### src/rtl/addr_seq_pkg.sv
// addr_seq_pkg: shared FSM state type, default sizing constants and clog2 helper for addr_seq_gen
package addr_seq_pkg;
  typedef enum logic {IDLE, RUN} state_e;
  localparam int DEPTH_DEF  = 15;
  localparam int NUM_RD_DEF = 3;
  localparam int STRIDE_DEF = 3;
  function automatic int clog2(input int v);
    int r;
    r = 0;
    for (int i = 0; i < 31; i++) r = ((1 << i) < v) ? i + 1 : r;
    return r;
  endfunction
endpackage

### src/rtl/addr_mod_add.sv
// addr_mod_add: combinational y = (a + inc) mod DEPTH for a < DEPTH, inc <= DEPTH (ports a, inc in; y out)
module addr_mod_add #(
  parameter int DEPTH = 15,
  parameter int AW    = 4
) (
  input  logic [AW-1:0] a,
  input  logic [AW:0]   inc,
  output logic [AW-1:0] y
);
  localparam logic [AW:0] DW = (AW+1)'(DEPTH);
  logic [AW:0] sum;
  always_comb begin
    sum = {1'b0, a} + inc;
    y   = (sum >= DW) ? AW'(sum - DW) : AW'(sum);
  end
endmodule

### src/rtl/addr_seq_gen.sv
// addr_seq_gen: write pointer + NUM_RD-port strided read window sequencer (in: clk rst start stop wr_en rd_en; out: wr_addr rd_addr rd_valid full busy wr_wrap, plus wr_onehot under ADDR_SEQ_ONEHOT_EN)
module addr_seq_gen import addr_seq_pkg::*; #(
  parameter int DEPTH  = DEPTH_DEF,
  parameter int NUM_RD = NUM_RD_DEF,
  parameter int STRIDE = STRIDE_DEF,
  localparam int AW    = clog2(DEPTH)
) (
  input  logic                 clk,
  input  logic                 rst,
  input  logic                 start,
  input  logic                 stop,
  input  logic                 wr_en,
  input  logic                 rd_en,
  output logic [AW-1:0]        wr_addr,
  output logic [NUM_RD*AW-1:0] rd_addr,
  output logic                 rd_valid,
  output logic                 full,
  output logic                 busy,
  output logic                 wr_wrap
`ifdef ADDR_SEQ_ONEHOT_EN
  ,
  output logic [DEPTH-1:0]     wr_onehot
`endif
);
  localparam int OW  = clog2(DEPTH + 1);
  localparam int WIN = (NUM_RD > STRIDE) ? NUM_RD : STRIDE;
  state_e        state_q, state_d;
  logic [AW-1:0] wr_ptr_q, wr_ptr_d, rd_base_q, rd_base_d, wr_nxt, rd_nxt;
  logic [OW-1:0] occ_q, occ_d;
  logic          wr_wrap_q, wr_wrap_d, run, wr_acc, rd_acc;
`ifdef ADDR_SEQ_ONEHOT_EN
  logic [DEPTH-1:0] onehot_q, onehot_d;
`endif
  addr_mod_add #(.DEPTH(DEPTH), .AW(AW)) u_wr_add (
    .a(wr_ptr_q), .inc((AW+1)'(1)), .y(wr_nxt)
  );
  addr_mod_add #(.DEPTH(DEPTH), .AW(AW)) u_rd_add (
    .a(rd_base_q), .inc((AW+1)'(STRIDE)), .y(rd_nxt)
  );
  for (genvar k = 0; k < NUM_RD; k++) begin : g_rd
    addr_mod_add #(.DEPTH(DEPTH), .AW(AW)) u_slice (
      .a(rd_base_q), .inc((AW+1)'(k)), .y(rd_addr[k*AW +: AW])
    );
  end
  always_comb begin
    run       = state_q == RUN;
    busy      = run;
    full      = occ_q == OW'(DEPTH);
    rd_valid  = run & (occ_q >= OW'(WIN));
    wr_acc    = run & wr_en & ~full;
    rd_acc    = rd_en & rd_valid;
    wr_addr   = wr_ptr_q;
    wr_wrap   = wr_wrap_q;
    state_d   = start ? RUN : stop ? IDLE : state_q;
    wr_ptr_d  = start ? '0 : wr_acc ? wr_nxt : wr_ptr_q;
    rd_base_d = start ? '0 : rd_acc ? rd_nxt : rd_base_q;
    occ_d     = start ? '0 : occ_q + OW'(wr_acc) - (rd_acc ? OW'(STRIDE) : OW'(0));
    wr_wrap_d = ~start & wr_acc & (wr_nxt == '0);
`ifdef ADDR_SEQ_ONEHOT_EN
    onehot_d  = start ? DEPTH'(1) : wr_acc ? DEPTH'(1) << wr_nxt : onehot_q;
    wr_onehot = onehot_q;
`endif
  end
  always_ff @(posedge clk) begin
    if (rst) begin
      state_q   <= IDLE;
      wr_ptr_q  <= '0;
      rd_base_q <= '0;
      occ_q     <= '0;
      wr_wrap_q <= 1'b0;
`ifdef ADDR_SEQ_ONEHOT_EN
      onehot_q  <= DEPTH'(1);
`endif
    end else begin
      state_q   <= state_d;
      wr_ptr_q  <= wr_ptr_d;
      rd_base_q <= rd_base_d;
      occ_q     <= occ_d;
      wr_wrap_q <= wr_wrap_d;
`ifdef ADDR_SEQ_ONEHOT_EN
      onehot_q  <= onehot_d;
`endif
    end
  end
endmodule
### config.mk
export PLATFORM = sky130hd
export DESIGN_NAME = addr_seq_gen
export DESIGN_NICKNAME = d
export VERILOG_FILES = /design/src/rtl/addr_seq_pkg.sv /design/src/rtl/addr_mod_add.sv /design/src/rtl/addr_seq_gen.sv
export SDC_FILE = /design/constraint.sdc
export NUM_CORES = 1
export LEC_CHECK = 0
export BUFFER_PORTS_ARGS = -buffer_cell sky130_fd_sc_hd__buf_2
export CORE_ASPECT_RATIO = 1.25
export CORE_MARGIN = 2
export CORE_UTILIZATION = 45
export DETAILED_ROUTE_END_ITERATION = 7
export PLACE_DENSITY = 0.76
export SETUP_SLACK_MARGIN = 0.1
export SYNTH_ARGS = -nofsm -noshare
export SYNTH_HDL_FRONTEND = slang
export SYNTH_SLANG_ARGS = --single-unit
export TNS_END_PERCENT = 100
### constraint.sdc
create_clock -name clk -period 4.6 [get_ports clk]
set_input_delay 0.92 -clock clk [delete_from_list [all_inputs] [get_ports clk]]
set_output_delay 0.92 -clock clk [all_outputs]
set_load 0.01 [all_outputs]
# Word level (Yosys, flattened, before mapping)
# Cells that the tools add are included.
# classes
addsub	11
n_lt_le_gt_ge	6
n_eq_ne	1
mux	8
bitwise_logic	8
n_reduce_logical	3
# ops
operator	count
$ge A5 B4 Y1 const B	4
$mux W4	5
$sub A4 B4 Y4 const B	5
$add A4 B1 Y5 const B	2
$add A4 B2 Y5 const B	2
$and A1 B1 Y1	6
$add A4 B1 Y4	1
$eq A4 B4 Y1 const B	1
$ge A4 B2 Y1 const B	1
$ge A4 B4 Y1 const B	1
$logic_not A4 Y1	1
$sub A4 B2 Y4	1
$mux W1	2
$mux W2	1
$not A1 Y1	2
$reduce_bool A2 Y1	1
$reduce_or A2 Y1	1
# totals
register_bits	14
out_inout_bits	20

# Longest topological paths before layout
# Gate-level depths: netlist of the first run.
# depth
word_depth	5
depth_mapped	12
depth_no_buf	12

# Modules after synthesis
# A second synthesis of the first run with hierarchy kept.
# unflattened
hier_cells	226
area_unflattened_um2	2149.6
# by_module_without_submodules
module	instances	cells_per_inst	area_per_inst_um2	seq_area_each_um2
addr_mod_add	5	29	284.0	0.0
addr_seq_gen	1	81	729.4	280.3

# Least setup slack after synthesis of the first run
# No wires, ideal clock.
# synth_timing
kind	register -> output
startpoint	register rd_base_q[0]
endpoint	output rd_addr[5]
t_arrival_ps	1891
required_ps	3680
path_slack_ps	1789
path_stages_with_launch	9
n_path_buf	2
path_cell_list	dfxtp_1 > buf_2 > inv_1 > ha_1 > clkbuf_1 > a21oi_1 > o21ai_1 > nand2_1 > xnor2_1
# synth_between
elab_chain_cells	3
word_cells_on_any_way	4
cone_classes	add/sub: 2; order compare: 1; mux: 1
# synth_rtl
element	line	source
from (decl)	addr_seq_gen.sv:28	logic [AW-1:0] wr_ptr_q, wr_ptr_d, rd_base_q, rd_base_d, wr_nxt, rd_nxt;
from (signal assigned)	addr_seq_gen.sv:77	rd_base_q <= rd_base_d;
$add A4 B1 Y5 *	addr_mod_add.sv:13	sum = {1'b0, a} + inc;
$sub A4 B4 Y4 or $ge A5 B4 Y1 (tied branches)	addr_mod_add.sv:14	y = (sum >= DW) ? AW'(sum - DW) : AW'(sum);
$mux W4 *	addr_mod_add.sv:14	
to (decl)	addr_seq_gen.sv:15	output logic [NUM_RD*AW-1:0] rd_addr,
# Mark *: on every way between the ends. The rest lies on a longest branch, timed or not.

# Worst setup path in the final report of the first run
# layout_timing
startpoint	register rd_base_q[2]
endpoint	output rd_addr[9]
# layout_between
elab_chain_cells	3
# layout_rtl
element	line
$add A4 B2 Y5	addr_mod_add.sv:13
$ge A5 B4 Y1	addr_mod_add.sv:14
$mux W4	addr_mod_add.sv:14
# No other way between the ends.

==> impl_metrics.json, run 1 <==
{
  "crit_required_ns": 3.68,
  "maxCapViolCount": 0,
  "end_kind": "output port",
  "cp.arrival_ns": 2.49,
  "leakage_nw": 0.707,
  "ys_async_sr_fraction_pct": 0,
  "most-common-layout-cells": "25 x buf_2, 20 x inv_1, 17 x ha_1",
  "combPwrFrac_pct": 6.6,
  "synthDistinctLibCells": 51,
  "crit_family": "flip-flops",
  "postSynthAreaPerCell_um2": 7.81,
  "yosys_warnings": 0,
  "post_cts_resized": 0,
  "rows": 22,
  "worst-path-buf-inv": 1,
  "grt.met2_usage_pct": 31.1,
  "fin_setup_tns_ns": 0,
  "power_w": 0.000229,
  "worstHoldPathType": "reg2reg",
  "cts_setup_buffers": 0,
  "synth_area_um2": 1410,
  "path_class": "reg2out",
  "hold_viol": 0,
  "drtIter0Drc": 26,
  "relSlewSlack_pct": 60.0,
  "ys.flop_type": "dfxtp_1",
  "fmax_mhz": 293,
  "seqPwrFrac_pct": 54.5,
  "grt_use_total_pct": 17.5,
  "synth_edf_count": 0,
  "switching_share_pct": 22.7,
  "cpPeakStageDelay_ns": 0.62,
  "path_clk_slew_ns": 0.08,
  "pre_cts_ws_ns": 1.52,
  "place_area_um2": 1530,
  "crit_chain": "ha_1, xnor2_1, o21ai_0, a31oi_1, mux2i_1, buf_2",
  "clkLatencyLatePin_ns": 0.28,
  "die-width_um": 54,
  "via_count": 1296,
  "portBuffers": 25,
  "fin_ws_ns": 1.19,
  "rsz0062_at_grt": "false",
  "switching_power_w": 0.0000520,
  "worstPathMaxFanout": 14,
  "diodes": 0,
  "postSynthCellCount": 180,
  "viasPerCell": 5.51,
  "area_delta_synth_final_pct": 11.2,
  "clockBufferDepth": 2,
  "met1_usage_pct": 21.4,
  "overflow": 0,
  "first_pass_iters": 4,
  "status": "complete, no violations",
  "core_area_um2": 2970,
  "fin_crit_sh_pct": 74.2,
  "setup.worst_path.start_class": "flip-flop",
  "cts_tree": "yes",
  "io_pins": 26,
  "post-route-util_pct": 52.6,
  "worstMarginPinSlew_ns": 0.599,
  "max-vdd-ir-drop_mv": 0.148,
  "p_int_w": 0.000177,
  "grt_pass1_wl_um": 4870,
  "ys_seq_elements": 14,
  "die_h_um": 66.5,
  "seq_area_frac_synth_pct": 19.9,
  "clockPowerShare_pct": 38.9,
  "p_per_area_nw_per_um2": 146,
  "hold_buffers": 0,
  "wl_per_cell_um": 12.1,
  "use_met3_pct": 2.02,
  "place_congestion": 0.848,
  "slowest_stage": "dfxtp_1",
  "fin_area_um2": 1560,
  "ctsHtreeMaxLevel": 1,
  "cts_buffers": 3,
  "grt_pass1_vias": 1167,
  "drv_slew": 0,
  "final_common_cell": "buf_2",
  "drc": 0,
  "fin_nets": 224,
  "dp_hpwl_um": 2190,
  "dieArea_um2": 3590,
  "grt_max_degree": 17,
  "ant_nets": 0,
  "fin_crit_ns": 3.41,
  "drive_above_1_share_pct": 19.6,
  "antenna_found_initial": 0,
  "fin_skew_ns": 0.00233,
  "mappedNetlistNets": 204,
  "root_buffer": "clkbuf_4",
  "grt.busiest_layer": "met2",
  "wl_um": 2830,
  "start_util_pct": 47.3,
  "numClockSinks": 14,
  "finalSetupViolCount": 0
}
## stage by stage
step | instances | hold WS (ns)
3_3_place_gp | 231 | 0.561
6_report | 235 | 0.585
4_1_cts | 235 | 0.594
2_1_floorplan | 180 | 0.557
5_1_grt | 235 | 0.656
3_5_place_dp | 231 | 0.579
## metal layers
layer  wire length [um]  up-vias
met5                  0        -
met4                 36        0
met3                119        5
met2               1440       33
met1               1240      587
li1                   -      671
## registers in the layout, summed over array words and instances, names as in the netlist
| signal | count |
|---|---|
| busy | 1 |
| wr_addr | 4 |
| wr_wrap | 1 |
| occ_q | 4 |
| rd_base_q | 4 |
## tightest hold or removal path: cells and delay by family, from the launching register on
family	cells	cell delay [ns]
AO/OA/AOI/OAI	1	0.15
flip-flops	1	0.36
AND/OR/NAND/NOR	1	0.04
## power groups by stage
stage / registers (W) / logic, W / clock network, W
2_1_floorplan: 0.000127 / 0.0000104 / 0
3_3_place_gp: 0.000128 / 0.0000151 / 0
3_5_place_dp: 0.000128 / 0.0000152 / 0
4_1_cts: 0.000125 / 0.0000153 / 0.0000904
5_1_grt: 0.000125 / 0.0000176 / 0.0000962
6_report: 0.000125 / 0.0000152 / 0.0000890
## cell type report
| type | instances | area [um^2] |
|---|---|---|
| clock buffers | 4 | 36.3 |
| fillers | 319 | 1410 |
| inverters | 20 | 75.1 |
| multi-input cells | 136 | 1000 |
| flip-flops and latches | 14 | 280 |
| well taps | 36 | 45.0 |
| repair buffers | 25 | 125 |
## path summary, 6_finish.rpt
kind	from	end	slack [ns]	cells past startpoint
worst max-delay path	rd_base_q[2]	rd_addr[9]	1.19	6
worst min-delay path	busy	busy	0.58	2
worst max register to register	occ_q[2]	occ_q[2]	1.99	12
worst min register to register	busy	busy	0.58	2
## cells in the mapped netlist (5+ instances only)
library cell	number	share of area, %
o21ai_0	5	1.8
nor2_1	12	3.2
ha_1	17	15
nand2_1	15	4.0
nand3_1	9	3.2
o211ai_1	5	2.7
xnor2_1	8	5.0
a21oi_1	11	3.9
dfxtp_1	14	20
inv_1	20	5.3
clkbuf_1	6	1.6
## logic make-up (layout without fill, tap and decap cells)
| group | Yosys count | in the layout | synth area share [%] |
|---|---|---|---|
| compound gates | 52 | 52 | 27.5 |
| simple gates | 52 | 52 | 18.2 |
| buf+inv | 30 | 49 | 8.81 |
| fa+ha+maj | 19 | 19 | 17.3 |
| flops | 14 | 14 | 19.9 |
| xor+xnor | 12 | 12 | 7.47 |
| mux | 1 | 1 | 0.712 |
Power figures use the tool's default switching activity.
==> run 2: changes to the inputs <==
clock period = 3.39 ns   (was 4.6 ns; I/O delays follow)
==> run 2 against run 1 <==
Net effect: utilization up 0.084 points; worst setup slack worse by 0.78 ns; die area stayed put; clock power grew 39%; via count shrank 0.15%; count of clock-buffer cells in the layout is the same; total power grew 37%; critical path type unchanged; critical endpoint unchanged; largest power group unchanged.
==> impl_metrics.json, run 2 (synthesis results as in run 1) <==
{
  "setup.worst_path.start_class": "flip-flop",
  "grt_pass1_wl_um": 4760,
  "crit_required_ns": 2.71,
  "fin_setup_tns_ns": 0,
  "hold_depth": 2,
  "min_to": "busy",
  "clockBufferDepth": 2,
  "overflow": 0,
  "drc": 0,
  "hold_buffers": 0,
  "maxCapViolCount": 0,
  "max-vdd-ir-drop_mv": 0.196,
  "root_buffer": "clkbuf_4",
  "numClockSinks": 14,
  "worstPathMaxFanout": 14,
  "drv_slew": 0,
  "fin_nets": 224,
  "fin_crit_ns": 2.99,
  "cts_buffers": 3,
  "worstHoldPathType": "in2reg",
  "area_delta_synth_final_pct": 11.4,
  "r2r-start": "occ_q[2]",
  "dp_hpwl_um": 2150,
  "path_class": "reg2out",
  "fmax_mhz": 335,
  "reg2reg_to": "occ_q[2]",
  "wl_um": 2830,
  "relSlewSlack_pct": 67.1,
  "path_clk_slew_ns": 0.09,
  "cpPeakStageDelay_ns": 0.49,
  "hold_viol": 0,
  "die-width_um": 54,
  "core_area_um2": 2970,
  "slowest_stage": "dfxtp_2",
  "p_per_area_nw_per_um2": 200,
  "end_kind": "output port",
  "grt_use_total_pct": 17.2,
  "fin_skew_ns": 0.00184,
  "cts_tree": "yes",
  "ant_nets": 0,
  "fin_crit_sh_pct": 88.1,
  "grt_pass1_vias": 1136,
  "grt_max_degree": 17,
  "final_common_cell": "buf_2",
  "clkLatencyLatePin_ns": 0.28,
  "finalSetupViolCount": 0,
  "rows": 22,
  "crit_chain": "ha_1, xnor2_1, o21ai_0, a31oi_1, mux2i_1, buf_2",
  "most-common-layout-cells": "25 x buf_2, 20 x inv_1, 17 x ha_1",
  "reg2reg_depth": 12,
  "post_cts_resized": 0,
  "io_pins": 26,
  "ctsHtreeMaxLevel": 1,
  "leakage_nw": 0.708,
  "viasPerCell": 5.51,
  "rsz0062_at_grt": "false",
  "worstHoldStart": "rst",
  "cp.arrival_ns": 2.31,
  "drtIter0Drc": 24,
  "portBuffers": 25,
  "start_util_pct": 47.3,
  "first_pass_iters": 4,
  "place_congestion": 0.847,
  "antenna_found_initial": 0,
  "worstMarginPinSlew_ns": 0.492,
  "die_h_um": 66.5,
  "cts_setup_buffers": 0,
  "wl_per_cell_um": 12.1,
  "via_count": 1294,
  "status": "complete, no violations",
  "diodes": 0,
  "dieArea_um2": 3590,
  "drive_above_1_share_pct": 20.6,
  "rrSetupSlack_ns": 0.78,
  "post-route-util_pct": 52.7
}
## run 2: cell counts in the layout (fill, tap and decap cells not counted)
Identical to the previous run, type by type.
## run 2: worst max path at each step
| stage | from | end | slack [ns] | cells after the start |
|---|---|---|---|---|
| after detailed placement | rd_base_q[2] | rd_addr[9] | 0.53 | 6 |
| final | rd_base_q[2] | rd_addr[9] | 0.40 | 6 |
| after CTS | rd_base_q[2] | rd_addr[9] | 0.20 | 6 |
| after floorplan | rd_base_q[0] | rd_addr[5] | 0.82 | 8 |
| after global routing | rd_base_q[1] | rd_addr[9] | 0.24 | 6 |
| after global placement | rd_base_q[0] | rd_addr[5] | 0.64 | 7 |
## run 2: layout make-up
cell class / instances / area (um^2)
clock buffers: 4 / 36.3
fillers: 292 / 1410
inverters: 20 / 75.1
multi-input cells: 136 / 1000
flip-flops and latches: 14 / 283
well taps: 36 / 45.0
repair buffers: 25 / 125
## run 2: layer usage
layer	GRT usage, %	vias up	share of wire (%)
li1	-	671	-
met1	21.0	592	46
met2	30.6	27	50
met3	1.35	4	3.0
met4	5.94	0	1.0
met5	0	-	0
## run 2: stage by stage
step	instances	total power, W	hold slack, ns	cell area [um^2]	setup slack [ns]
3_3_place_gp	231	0.000194	0.561	1530	0.636
5_1_grt	235	0.000326	0.575	1570	0.245
4_1_cts	235	0.000315	0.561	1560	0.199
3_5_place_dp	231	0.000194	0.577	1530	0.527
2_1_floorplan	180	0.000187	0.557	1410	0.821
6_report	235	0.000314	0.561	1570	0.403
## run 2: worst max-delay path: cells and delay by family, from the launching register on
kind                       cells  cell delay (ns)
AOI/OAI and AO/OA              2             0.53
xor gates and xnor gates       1             0.27
adders and majority gates      1             0.37
buffers and inverters          1             0.14
DFF                            1             0.49
muxes                          1             0.22
## run 2: where the power goes
group          internal (W)   total, W  leakage (nW)  switching [W]
Sequential         0.000166   0.000170         0.114     0.00000321
Clock             0.0000654   0.000124        0.0210      0.0000582
Combinational    0.00000850  0.0000206         0.573      0.0000121
Total              0.000240   0.000314         0.708      0.0000735
==> run 3: changes to the inputs <==
CORE_ASPECT_RATIO = unset   (was 1.25)
==> run 3 against run 2 <==
Net effect: final cell count fell by 1.3%; flip-flop and latch count unchanged; die area is essentially flat; hold slack got worse by 0.0013 ns; sequential share of layout area is essentially flat; global-route usage decreased by 0.076 points; critical path depth stayed put.
==> impl_metrics.json, run 3 (synthesis results as in run 1) <==
{
  "status": "complete, no violations",
  "die-width_um": 59.9,
  "fin_crit_ns": 3.00,
  "hold_depth": 2,
  "path_clk_slew_ns": 0.09,
  "viasPerCell": 5.55,
  "cts_buffers": 3,
  "end_kind": "output port",
  "rrSetupSlack_ns": 0.73,
  "leakage_nw": 0.708,
  "seqCellArea_um2": 283,
  "die_h_um": 59.9,
  "ant_nets": 0,
  "p_per_area_nw_per_um2": 203,
  "core_area_um2": 3000,
  "holdWs_ns": 0.560,
  "relSlewSlack_pct": 65.1,
  "first_pass_iters": 4,
  "root_buffer": "clkbuf_4",
  "grt.busiest_layer": "met2",
  "via_count": 1287,
  "met1_usage_pct": 22.8,
  "path_class": "reg2out",
  "diodes": 0,
  "fin_crit_sh_pct": 88.4,
  "portBuffers": 25,
  "crit_required_ns": 2.71,
  "fin_ws_ns": 0.394,
  "io_pins": 26,
  "grt_pass1_vias": 1086,
  "clkLatencyLatePin_ns": 0.29,
  "grt_max_degree": 17,
  "worstMarginPinSlew_ns": 0.523,
  "wl_per_cell_um": 12.5,
  "cp.arrival_ns": 2.32,
  "multi_input_area_um2": 1000,
  "drc": 0,
  "use_met3_pct": 2.60,
  "drive_above_1_share_pct": 20.6,
  "hold_buffers": 0,
  "min_to": "busy",
  "final_common_cell": "buf_2",
  "grt_use_total_pct": 17.1,
  "worstHoldPathType": "in2reg",
  "dp_hpwl_um": 2150,
  "setup.worst_path.start_class": "flip-flop",
  "reg2reg_depth": 12,
  "place_congestion": 0.817,
  "pre_cts_ws_ns": 0.564,
  "rows": 20,
  "worstHoldStart": "rst",
  "grt_pass1_wl_um": 4800,
  "fin_nets": 224,
  "worstPathMaxFanout": 14,
  "dp.cells": 228,
  "area_delta_synth_final_pct": 11.1,
  "cts_tree": "yes",
  "drtIter0Drc": 82,
  "clockBufferDepth": 2,
  "max-vdd-ir-drop_mv": 0.173,
  "antenna_found_initial": 0,
  "reg2reg_to": "occ_q[2]",
  "drv_slew": 0,
  "post-route-util_pct": 52.0,
  "most-common-layout-cells": "25 x buf_2, 20 x inv_1, 17 x ha_1",
  "hold_viol": 0,
  "grt.met2_usage_pct": 28.1,
  "wl_um": 2890,
  "start_util_pct": 46.8,
  "ctsHtreeMaxLevel": 1,
  "r2r-start": "occ_q[2]",
  "finalSetupViolCount": 0,
  "maxCapViolCount": 0,
  "overflow": 0,
  "fillCellCount": 293,
  "fin_cells": 232,
  "fin_skew_ns": 0.00366,
  "rsz0062_at_grt": "false",
  "fmax_mhz": 334,
  "fin_setup_tns_ns": 0,
  "numClockSinks": 14,
  "dieArea_um2": 3590
}
run 3: routing by layer:
metal	vias up	share of wire [%]	routed length, um
li1	674	-	-
met1	574	49	1430
met2	34	45	1290
met3	5	4.6	132
met4	0	1.3	38
met5	-	0	0
run 3: worst max-delay path: stages (launching register included):
cell     delay (ns)
dfxtp_2        0.49
ha_1           0.39
xnor2_1        0.27
o21ai_0        0.23
a31oi_1        0.29
mux2i_1        0.22
buf_2          0.15
run 3: layout make-up:
type                            instances  share of cell area, %
Multi-Input combinational cell        136                   64.1
Clock buffer                            4                   2.32
Tap cell                               33                   2.64
Inverter                               20                   4.80
Timing Repair Buffer                   25                   8.01
Sequential cell                        14                   18.1
run 3: power by group:
part           switching (W)  leakage (nW)  internal [W]
sequential        0.00000302         0.114      0.000166
clock              0.0000621        0.0210     0.0000655
combinational      0.0000123         0.573    0.00000850
run 3: timing repair:
| action | 4_1_cts | 5_1_grt |
|---|---|---|
| buffers inserted | 0 | 0 |
| resized for setup | 0 | 2 |
| hold endpoints to repair | 0 | 0 |
| endpoints found under the setup margin | 0 | 4 |
run 3: metrics by stage:
step	power, W	cell area, um^2
finish	0.000318	1560
global route	0.000329	1560
CTS	0.000318	1560
detailed placement	0.000194	1520
global placement	0.000194	1520
floorplan	0.000187	1410
run 3: worst max-delay path by stage:
stage | from | end | slack (ns) | cells past startpoint
2_1_floorplan | rd_base_q[0] | rd_addr[5] | 0.82 | 8
6_report | rd_base_q[2] | rd_addr[9] | 0.39 | 6
5_1_grt | rd_base_q[1] | rd_addr[9] | 0.23 | 6
4_1_cts | rd_base_q[2] | rd_addr[9] | 0.24 | 6
3_3_place_gp | rd_base_q[0] | rd_addr[6] | 0.63 | 7
3_5_place_dp | rd_base_q[2] | rd_addr[9] | 0.56 | 6
